**src/rtl/spu_sched_pkg.sv**
```systemverilog
// Shared constants and issue-slot payload for the SPU issue-stage scoreboard.
package spu_sched_pkg;

    localparam int unsigned NUM_REGS = 128;
    localparam int unsigned ADDR_W   = 7;
    localparam int unsigned LAT_W    = 3;
    localparam int unsigned BUSY_W   = 8;

    typedef struct packed {
        logic              en;
        logic [ADDR_W-1:0] ra;
        logic [ADDR_W-1:0] rb;
        logic [ADDR_W-1:0] rc;
        logic [2:0]        src_use;
        logic              wr;
        logic [ADDR_W-1:0] rt;
        logic [LAT_W-1:0]  lat;
    } issue_slot_t;

endpackage

```
**src/rtl/sb_hazard_check.sv**
```systemverilog
// Per-slot scoreboard lookup: RAW hits on used sources and WAW against the pending write.
module sb_hazard_check
    import spu_sched_pkg::*;
(
    input  issue_slot_t      slot,
    input  logic [LAT_W-1:0] cnt [NUM_REGS],
    output logic [2:0]       raw,
    output logic             waw
);

    // A count of 1 lands this cycle and is forwarded, so only >= 2 stalls a reader.
    always_comb begin
        raw = 3'b000;
        waw = 1'b0;
        if (slot.en) begin
            raw[2] = slot.src_use[2] && (cnt[slot.ra] >= LAT_W'(2));
            raw[1] = slot.src_use[1] && (cnt[slot.rb] >= LAT_W'(2));
            raw[0] = slot.src_use[0] && (cnt[slot.rc] >= LAT_W'(2));
            waw    = slot.wr && (cnt[slot.rt] >= slot.lat);
        end
    end

endmodule

```
**src/rtl/dual_issue_scoreboard.sv**
```systemverilog
// Dual-issue scoreboard: per-register writeback countdowns, in-order pair grants with split on intra-pair dependence.
module dual_issue_scoreboard
    import spu_sched_pkg::*;
(
    input  logic              clk,
    input  logic              reset,
    input  logic              issue_valid,
    input  logic              flush,
    input  logic              even_en,
    input  logic              odd_en,
    input  logic [ADDR_W-1:0] even_ra,
    input  logic [ADDR_W-1:0] even_rb,
    input  logic [ADDR_W-1:0] even_rc,
    input  logic [2:0]        even_src_use,
    input  logic [ADDR_W-1:0] odd_ra,
    input  logic [ADDR_W-1:0] odd_rb,
    input  logic [ADDR_W-1:0] odd_rs,
    input  logic [2:0]        odd_src_use,
    input  logic              even_wr,
    input  logic              odd_wr,
    input  logic [ADDR_W-1:0] even_rt,
    input  logic [ADDR_W-1:0] odd_rt,
    input  logic [LAT_W-1:0]  even_lat,
    input  logic [LAT_W-1:0]  odd_lat,
    output logic              accept_even,
    output logic              accept_odd,
    output logic [5:0]        hazard_mask,
    output logic [BUSY_W-1:0] busy_count
);

    logic [LAT_W-1:0] cnt_q [NUM_REGS];
    logic [LAT_W-1:0] cnt_d [NUM_REGS];

    issue_slot_t even_slot;
    issue_slot_t odd_slot;
    logic [2:0]  even_raw;
    logic [2:0]  odd_raw;
    logic        even_waw;
    logic        odd_waw;
    logic        grant_ok;
    logic        odd_src_hit;
    logic        intra_conflict;

    assign even_slot = '{en: even_en, ra: even_ra, rb: even_rb, rc: even_rc,
                         src_use: even_src_use, wr: even_wr, rt: even_rt, lat: even_lat};
    assign odd_slot  = '{en: odd_en, ra: odd_ra, rb: odd_rb, rc: odd_rs,
                         src_use: odd_src_use, wr: odd_wr, rt: odd_rt, lat: odd_lat};

    sb_hazard_check u_even_chk (
        .slot (even_slot),
        .cnt  (cnt_q),
        .raw  (even_raw),
        .waw  (even_waw)
    );

    sb_hazard_check u_odd_chk (
        .slot (odd_slot),
        .cnt  (cnt_q),
        .raw  (odd_raw),
        .waw  (odd_waw)
    );

    // Program-order grants; odd is split off when it depends on an accepted even writer.
    always_comb begin
        grant_ok    = issue_valid && !flush && !reset;
        accept_even = grant_ok && even_en && (even_raw == 3'b000) && !even_waw;
        odd_src_hit = (odd_src_use[2] && (odd_ra == even_rt)) ||
                      (odd_src_use[1] && (odd_rb == even_rt)) ||
                      (odd_src_use[0] && (odd_rs == even_rt));
        intra_conflict = accept_even && even_wr &&
                         (odd_src_hit || (odd_wr && (odd_rt == even_rt) && (odd_lat <= even_lat)));
        accept_odd  = grant_ok && odd_en && (odd_raw == 3'b000) && !odd_waw && !intra_conflict &&
                      (accept_even || !even_en);
        hazard_mask = reset ? 6'b000000 : {even_raw, odd_raw};
    end

    // Decrement everything, then apply loads; odd is applied last so it wins on a shared rt.
    always_comb begin
        for (int r = 0; r < NUM_REGS; r++) begin
            cnt_d[r] = (cnt_q[r] != '0) ? cnt_q[r] - LAT_W'(1) : '0;
        end
        if (accept_even && even_wr) begin
            cnt_d[even_rt] = even_lat;
        end
        if (accept_odd && odd_wr) begin
            cnt_d[odd_rt] = odd_lat;
        end
        if (flush) begin
            for (int r = 0; r < NUM_REGS; r++) begin
                cnt_d[r] = '0;
            end
        end
    end

    always_comb begin
        busy_count = '0;
        for (int r = 0; r < NUM_REGS; r++) begin
            busy_count = busy_count + BUSY_W'(cnt_q[r] != '0);
        end
    end

    always_ff @(posedge clk or posedge reset) begin
        if (reset) begin
            cnt_q <= '{default: '0};
        end else begin
            cnt_q <= cnt_d;
        end
    end

endmodule

```
**config.mk**
```make
export PLATFORM = sky130hd
export DESIGN_NAME = dual_issue_scoreboard
export DESIGN_NICKNAME = d
export VERILOG_FILES = /design/src/rtl/spu_sched_pkg.sv /design/src/rtl/sb_hazard_check.sv /design/src/rtl/dual_issue_scoreboard.sv
export SDC_FILE = /design/constraint.sdc
export NUM_CORES = 2
export LEC_CHECK = 0
export CORE_ASPECT_RATIO = 1.75
export CORE_MARGIN = 3
export CORE_UTILIZATION = 55
export DETAILED_ROUTE_END_ITERATION = 8
export GPL_TIMING_DRIVEN = 0
export PLACE_DENSITY = 0.72
export SLEW_MARGIN = 20
export SYNTH_ARGS = -nofsm -noshare
export SYNTH_HDL_FRONTEND = slang
export SYNTH_SLANG_ARGS = --single-unit
```
**constraint.sdc**
```tcl
create_clock -name clk -period 21.3 [get_ports clk]
set_input_delay 4.26 -clock clk [delete_from_list [all_inputs] [get_ports clk]]
set_output_delay 4.26 -clock clk [all_outputs]
set_load 0.05 [all_outputs]
```
==> tab_implementation.tex, run 1 <==
\begin{tabular}{lr}
\hline
Metric & Value \\
\hline
\multicolumn{2}{l}{\textbf{Synthesis}} \\
Total number of yosys warnings & 0 \\
Commonest cells in the synthesized netlist & sky130\_fd\_sc\_hd\_\_nor2\_1 (856), sky130\_fd\_sc\_hd\_\_dfrtp\_1 (384), sky130\_fd\_sc\_hd\_\_clkbuf\_1 (343), sky130\_fd\_sc\_hd\_\_a22oi\_1 (313), sky130\_fd\_sc\_hd\_\_mux2i\_1 (302) \\
Yosys reg bits & 384 \\
Library cell occupying the most area in the post-synthesis netlist & sky130\_fd\_sc\_hd\_\_dfrtp\_1 \\
Leading register cell type out of synthesis & sky130\_fd\_sc\_hd\_\_dfrtp\_1 \\
Most instantiated library cell after synthesis & sky130\_fd\_sc\_hd\_\_nor2\_1 \\
Count of unique library cells instantiated by Yosys & 81 \\
Sequential share of the synthesized area & 0.2085 \\
Top post-synthesis cells by area & sky130\_fd\_sc\_hd\_\_dfrtp\_1 (21\%), sky130\_fd\_sc\_hd\_\_mux4\_2 (8.1\%), sky130\_fd\_sc\_hd\_\_nor2\_1 (7.0\%) \\
Cell Area, Synth & 46080 um\^{}2 \\
Fraction of synthesized cell area taken by the top area cell type & 0.2085 \\
Number of synthesized flops with an enable pin & 0 \\
Fraction of registers with async set or reset after synthesis & 1.000 \\
Gate count of the mapped netlist & 5226 \\
Average instance area after synthesis & 8.817 um\^{}2 \\
Syn\_nets & 5549 \\
\multicolumn{2}{l}{\textbf{GRT}} \\
Overall global routing resource usage & 0.8470 \\
Via count of the first global-routing pass & 60530 \\
Overflow after GRT & 2070 \\
Maximum number of pins on one net before global-route repair & 100 \\
First-pass GRT wire length & 540200 um \\
\multicolumn{2}{l}{\textbf{Clock network}} \\
Post-CTS setup buffers & 0 \\
Cell at the root of the clock tree & sky130\_fd\_sc\_hd\_\_clkbuf\_16 \\
Number of clock sinks & 384 \\
Maximum level of the CTS H-tree & 2 \\
Longest Clk Path Bufs & 3 \\
Number of buffers inserted by hold repair at cts & 0 \\
Post-cts resize count & 0 \\
Total clock buffers created by CTS & 42 \\
\multicolumn{2}{l}{\textbf{Floorplan}} \\
Count of pins on the block boundary & 92 \\
Number of core rows & 139 \\
Initial Utilization & 0.5578 \\
DIE WIDTH & 224.8 um \\
Die Y-Extent & 388.9 um \\
\multicolumn{2}{l}{\textbf{Outcome}} \\
Stop err & [ERROR GRT-0116] Global routing finished with congestion. Check the congestion regions in the DRC Viewer. \\
Outcome & aborted with a tool error \\
Fail Step & global routing (5\_1\_grt) \\
\multicolumn{2}{l}{\textbf{Placement}} \\
Hpwl dp & 244000 um \\
Number of I/O port buffers & 63 \\
Worst slack, placed & 4.236 ns \\
Placer's final routability congestion estimate & 1.283 \\
\hline
\end{tabular}
cells by family after synthesis:
| kind of cell | share of synthesized area |
|---|---|
| and+or+nand+nor | 0.2503 |
| AOI/OAI and AO/OA | 0.1718 |
| buffers and inverters | 0.07291 |
| muxes | 0.2044 |
| DFF | 0.2085 |
| adders and majority gates | 0.08581 |
| xor gates and xnor gates | 0.006273 |
per-stage QoR:
step	cell area (um^2)	hold slack, ns	utilization	cells
floorplan	46080	0.6985	-	5226
global placement	48030	0.7363	0.5814	6346
detailed placement	48870	0.7716	0.5915	6381
CTS	50310	0.7800	0.6090	6456
per-layer routing:
| layer | GRT overflow | GRT usage |
|---|---|---|
| met1 | 67 | 0.8334 |
| met2 | 1368 | 0.9925 |
| met3 | 81 | 0.7241 |
| met4 | 545 | 0.8412 |
| met5 | 9 | 0.4810 |
==> run 2, diff against run 1 <==
--- a/config.mk
+++ b/config.mk
@@ -5,12 +5,11 @@
 export SDC_FILE = /design/constraint.sdc
 export NUM_CORES = 2
 export LEC_CHECK = 0
-export CORE_ASPECT_RATIO = 1.75
 export CORE_MARGIN = 3
-export CORE_UTILIZATION = 55
+export CORE_UTILIZATION = 40
 export DETAILED_ROUTE_END_ITERATION = 8
 export GPL_TIMING_DRIVEN = 0
-export PLACE_DENSITY = 0.72
+export PLACE_DENSITY_LB_ADDON = 0.15
 export SLEW_MARGIN = 20
 export SYNTH_ARGS = -nofsm -noshare
 export SYNTH_HDL_FRONTEND = slang
==> run 2 against run 1 <==
Compared with the run above:
- the flow now finishes, with violations (DRC, capacitance limit, slew limit)
- area after synthesis unchanged
- synthesized cell count unchanged
==> tab_implementation.tex, run 2 <==
\begin{tabular}{lr}
\hline
Metric & Value \\
\hline
\multicolumn{2}{l}{\textbf{Floorplan}} \\
Die ar. & 119300 um\^{}2 \\
Number of core rows & 123 \\
Initial Utilization & 0.4063 \\
DIE WIDTH & 345.4 um \\
Floorplan core area & 113400 um\^{}2 \\
Count of pins on the block boundary & 92 \\
Die Y-Extent & 345.4 um \\
\multicolumn{2}{l}{\textbf{Final layout}} \\
Most common library cell in the layout ignoring fill and taps & sky130\_fd\_sc\_hd\_\_nor2\_1 \\
Multi-input gate area & 33300 um\^{}2 \\
Register ranked first by flip-flop count & cnt\_q \\
Flip-flop count of the largest register, all copies and words added & 384 \\
Synth-to-Final Area Change & 11.45\% \\
Reg area & 9609 um\^{}2 \\
Layout Nets & 5700 \\
Largest registers & cnt\_q x384 \\
Most used cells in the layout excluding fill and tap cells & sky130\_fd\_sc\_hd\_\_nor2\_1 (825), sky130\_fd\_sc\_hd\_\_dfrtp\_1 (384), sky130\_fd\_sc\_hd\_\_a22oi\_1 (313), sky130\_fd\_sc\_hd\_\_mux2i\_1 (302), sky130\_fd\_sc\_hd\_\_clkbuf\_1 (291) \\
Fraction of layout cells with a size suffix above 1 & 0.1660 \\
Number of filler instances in the final layout & 11310 \\
\multicolumn{2}{l}{\textbf{Clock network}} \\
Register clock-pin slew on the reported worst setup and hold paths & 0.07 ns \\
CTS tree & done \\
Clock latency on the worst-skew pair & 0.69 ns \\
Number of buffers inserted by hold repair at cts & 0 \\
Cell at the root of the clock tree & sky130\_fd\_sc\_hd\_\_clkbuf\_16 \\
Number of clock sinks & 384 \\
Total clock buffers created by CTS & 51 \\
Post-CTS setup buffers & 0 \\
Post-cts resize count & 0 \\
Maximum level of the CTS H-tree & 2 \\
Longest Clk Path Bufs & 3 \\
\multicolumn{2}{l}{\textbf{Timing}} \\
Summed negative setup slack over all endpoints & 0 ns \\
Number of failing hold endpoints at the final stage & 0 \\
Worst hold slack after final layout & 0.8070 ns \\
Timing-limited maximum frequency & 55.12 MHz \\
RSZ-0062 raised after global routing & no \\
Final max-slew violation count & 11 \\
Clock skew & 0.03875 ns \\
Tightest slew margin relative to the limit & -0.01525 \\
Worst Max-Slew Pin Slew & 1.523 ns \\
Clock period minus worst slack & 18.14 ns \\
Share of the clock period used by the worst path after layout & 0.8518 \\
Number of setup violations in the final report & 0 \\
\multicolumn{2}{l}{\textbf{Critical path}} \\
Largest fanout on the critical path & 11 \\
Endpoint arrival time on the critical path & 13.88 ns \\
Worst setup path end & accept\_odd \\
Crit Reg-Reg Startpoint & cnt\_q[329] \\
Data required time at the worst endpoint & 17.04 ns \\
Launching element type of the critical path & input port \\
Kind of end point of the critical path & primary output \\
Start point of the critical path & even\_rt[1] \\
Worst reg2reg path endpoint & cnt\_q[377] \\
Reg2Reg Depth & 18 \\
Register-to-register path setup slack & 13.80 ns \\
Critical path class & input port to primary output \\
\multicolumn{2}{l}{\textbf{Synthesis}} \\
Top post-synthesis cells by area & sky130\_fd\_sc\_hd\_\_dfrtp\_1 (21\%), sky130\_fd\_sc\_hd\_\_mux4\_2 (8.1\%), sky130\_fd\_sc\_hd\_\_nor2\_1 (7.0\%) \\
Sequential share of the synthesized area & 0.2085 \\
Cell Area, Synth & 46080 um\^{}2 \\
Leading register cell type out of synthesis & sky130\_fd\_sc\_hd\_\_dfrtp\_1 \\
Fraction of registers with async set or reset after synthesis & 1.000 \\
Syn\_nets & 5549 \\
Most instantiated library cell after synthesis & sky130\_fd\_sc\_hd\_\_nor2\_1 \\
Total number of yosys warnings & 0 \\
Gate count of the mapped netlist & 5226 \\
Library cell occupying the most area in the post-synthesis netlist & sky130\_fd\_sc\_hd\_\_dfrtp\_1 \\
Fraction of synthesized cell area taken by the top area cell type & 0.2085 \\
Average instance area after synthesis & 8.817 um\^{}2 \\
Number of synthesized flops with an enable pin & 0 \\
Commonest cells in the synthesized netlist & sky130\_fd\_sc\_hd\_\_nor2\_1 (856), sky130\_fd\_sc\_hd\_\_dfrtp\_1 (384), sky130\_fd\_sc\_hd\_\_clkbuf\_1 (343), sky130\_fd\_sc\_hd\_\_a22oi\_1 (313), sky130\_fd\_sc\_hd\_\_mux2i\_1 (302) \\
Yosys reg bits & 384 \\
Count of unique library cells instantiated by Yosys & 81 \\
\multicolumn{2}{l}{\textbf{GRT}} \\
Peak-usage layer in the global routing report & met2 \\
Initial antenna violation count & 41 \\
Fraction of met3 tracks used by global routing & 0.2620 \\
Overflow after GRT & 0 \\
First-pass GRT wire length & 423600 um \\
Via count of the first global-routing pass & 47300 \\
Met1 GRT Util & 0.6124 \\
Maximum number of pins on one net before global-route repair & 93 \\
Overall global routing resource usage & 0.5143 \\
Met2 global-route usage & 0.6821 \\
\multicolumn{2}{l}{\textbf{Drt}} \\
Post-detailed-route via-to-cell ratio & 7.464 \\
Post-route DRC violation count & 3 \\
Drt first pass iters & 9 \\
Total via count after detailed routing & 51960 \\
Remaining number of nets flagged by the antenna check after routing & 0 \\
Total length of routed wires & 318200 um \\
Routed wire per std cell & 45.71 um \\
Count of routing violations after the opening detailed-route iteration & 9704 \\
\multicolumn{2}{l}{\textbf{Power and ir drop}} \\
Peak supply drop & 55.64 uV \\
Leakage power & 0.02065 uW \\
Pwr/cell area & 42.18 nW/um\^{}2 \\
\multicolumn{2}{l}{\textbf{Placement}} \\
Hpwl dp & 244900 um \\
Placer's final routability congestion estimate & 1.184 \\
Number of I/O port buffers & 63 \\
\multicolumn{2}{l}{\textbf{Hold path}} \\
Min-Delay Path Depth & 4 \\
Worst min path class & flop to flop \\
\multicolumn{2}{l}{\textbf{Flow run}} \\
Total of max-cap violations & 1 \\
\multicolumn{2}{l}{\textbf{Outcome}} \\
Violations in the final reports & DRC, capacitance limit, slew limit \\
Outcome & complete, but fails checks \\
\hline
\end{tabular}
## run 2: logic make-up after synthesis
kind of cell | count (synthesis) | share of synthesized area
fa+ha+maj | 247 | 0.08581
compound gates | 1131 | 0.1718
xor+xnor | 33 | 0.006273
flops | 384 | 0.2085
simple gates | 1952 | 0.2503
mux | 705 | 0.2044
buf+inv | 774 | 0.07291
## run 2: how the worst min path moves through the flow
stage                           from          to  slack [ns]
after floorplan           cnt_q[383]  cnt_q[383]        0.70
after global placement    cnt_q[383]  cnt_q[383]        0.77
after detailed placement  cnt_q[182]  cnt_q[182]        0.78
after CTS                 cnt_q[383]  cnt_q[383]        0.79
after global routing      cnt_q[182]  cnt_q[182]        0.83
final                     cnt_q[383]  cnt_q[383]        0.81
## run 2: layout make-up
type / instances / share of cell area
antenna: 44 / 0.002144
clock buffer: 75 / 0.03016
clock inverter: 18 / 0.003582
tap: 1500 / 0.03655
inverter: 281 / 0.02069
multi-input combinational: 4068 / 0.6484
sequential: 384 / 0.1871
buffer: 493 / 0.04654
timing repair buffer: 98 / 0.02478
## run 2: per-stage QoR
| step | power, uW | utilization | setup slack [ns] | std cells | area [um^2] |
|---|---|---|---|---|---|
| finish | 2166 | 0.4527 | 3.157 | 6961 | 51350 |
| global route | 2173 | 0.4518 | 3.703 | 6920 | 51250 |
| global placement | 1183 | 0.4284 | -6.704 | 6789 | 48590 |
| CTS | 2117 | 0.4509 | 4.079 | 6914 | 51150 |
| floorplan | 967.4 | - | 2.255 | 5226 | 46080 |
| detailed placement | 1195 | 0.4357 | 4.065 | 6821 | 49410 |
## run 2: per-layer routing
metal | part of all wire | wire length [um]
met5 | 0.0013 | 421
met4 | 0.11 | 34930
met3 | 0.15 | 48820
met1 | 0.35 | 112600
met2 | 0.38 | 121400
## run 2: power by group
| group | total [uW] | internal, uW | switching (uW) |
|---|---|---|---|
| combinational | 495 | 97.0 | 398 |
| sequential | 730 | 730 | 0.492 |
| clock | 941 | 538 | 403 |
## run 2: critical path, stage by stage
cell and delay (ns):
sky130_fd_sc_hd__clkbuf_1 0.69, sky130_fd_sc_hd__clkbuf_1 0.77, sky130_fd_sc_hd__and3_1 0.52, sky130_fd_sc_hd__clkbuf_1 0.68, sky130_fd_sc_hd__buf_2 0.67, sky130_fd_sc_hd__buf_1 0.97
sky130_fd_sc_hd__a22oi_1 0.23, sky130_fd_sc_hd__nand4_1 0.20, sky130_fd_sc_hd__o21ai_0 0.13, sky130_fd_sc_hd__o21ai_0 0.56, sky130_fd_sc_hd__o211ai_1 0.33, sky130_fd_sc_hd__o21ai_0 0.18
sky130_fd_sc_hd__inv_1 0.06, sky130_fd_sc_hd__ha_1 0.26, sky130_fd_sc_hd__nand2b_1 0.15, sky130_fd_sc_hd__a21o_1 0.18, sky130_fd_sc_hd__a21o_1 0.18, sky130_fd_sc_hd__clkbuf_1 0.37
sky130_fd_sc_hd__o41ai_1 0.67, sky130_fd_sc_hd__a41oi_4 0.25, sky130_fd_sc_hd__buf_4 0.36, sky130_fd_sc_hd__nor3_1 0.26, sky130_fd_sc_hd__clkdlybuf4s50_1 0.84
No activity file was read; power rests on OpenSTA's default activity.
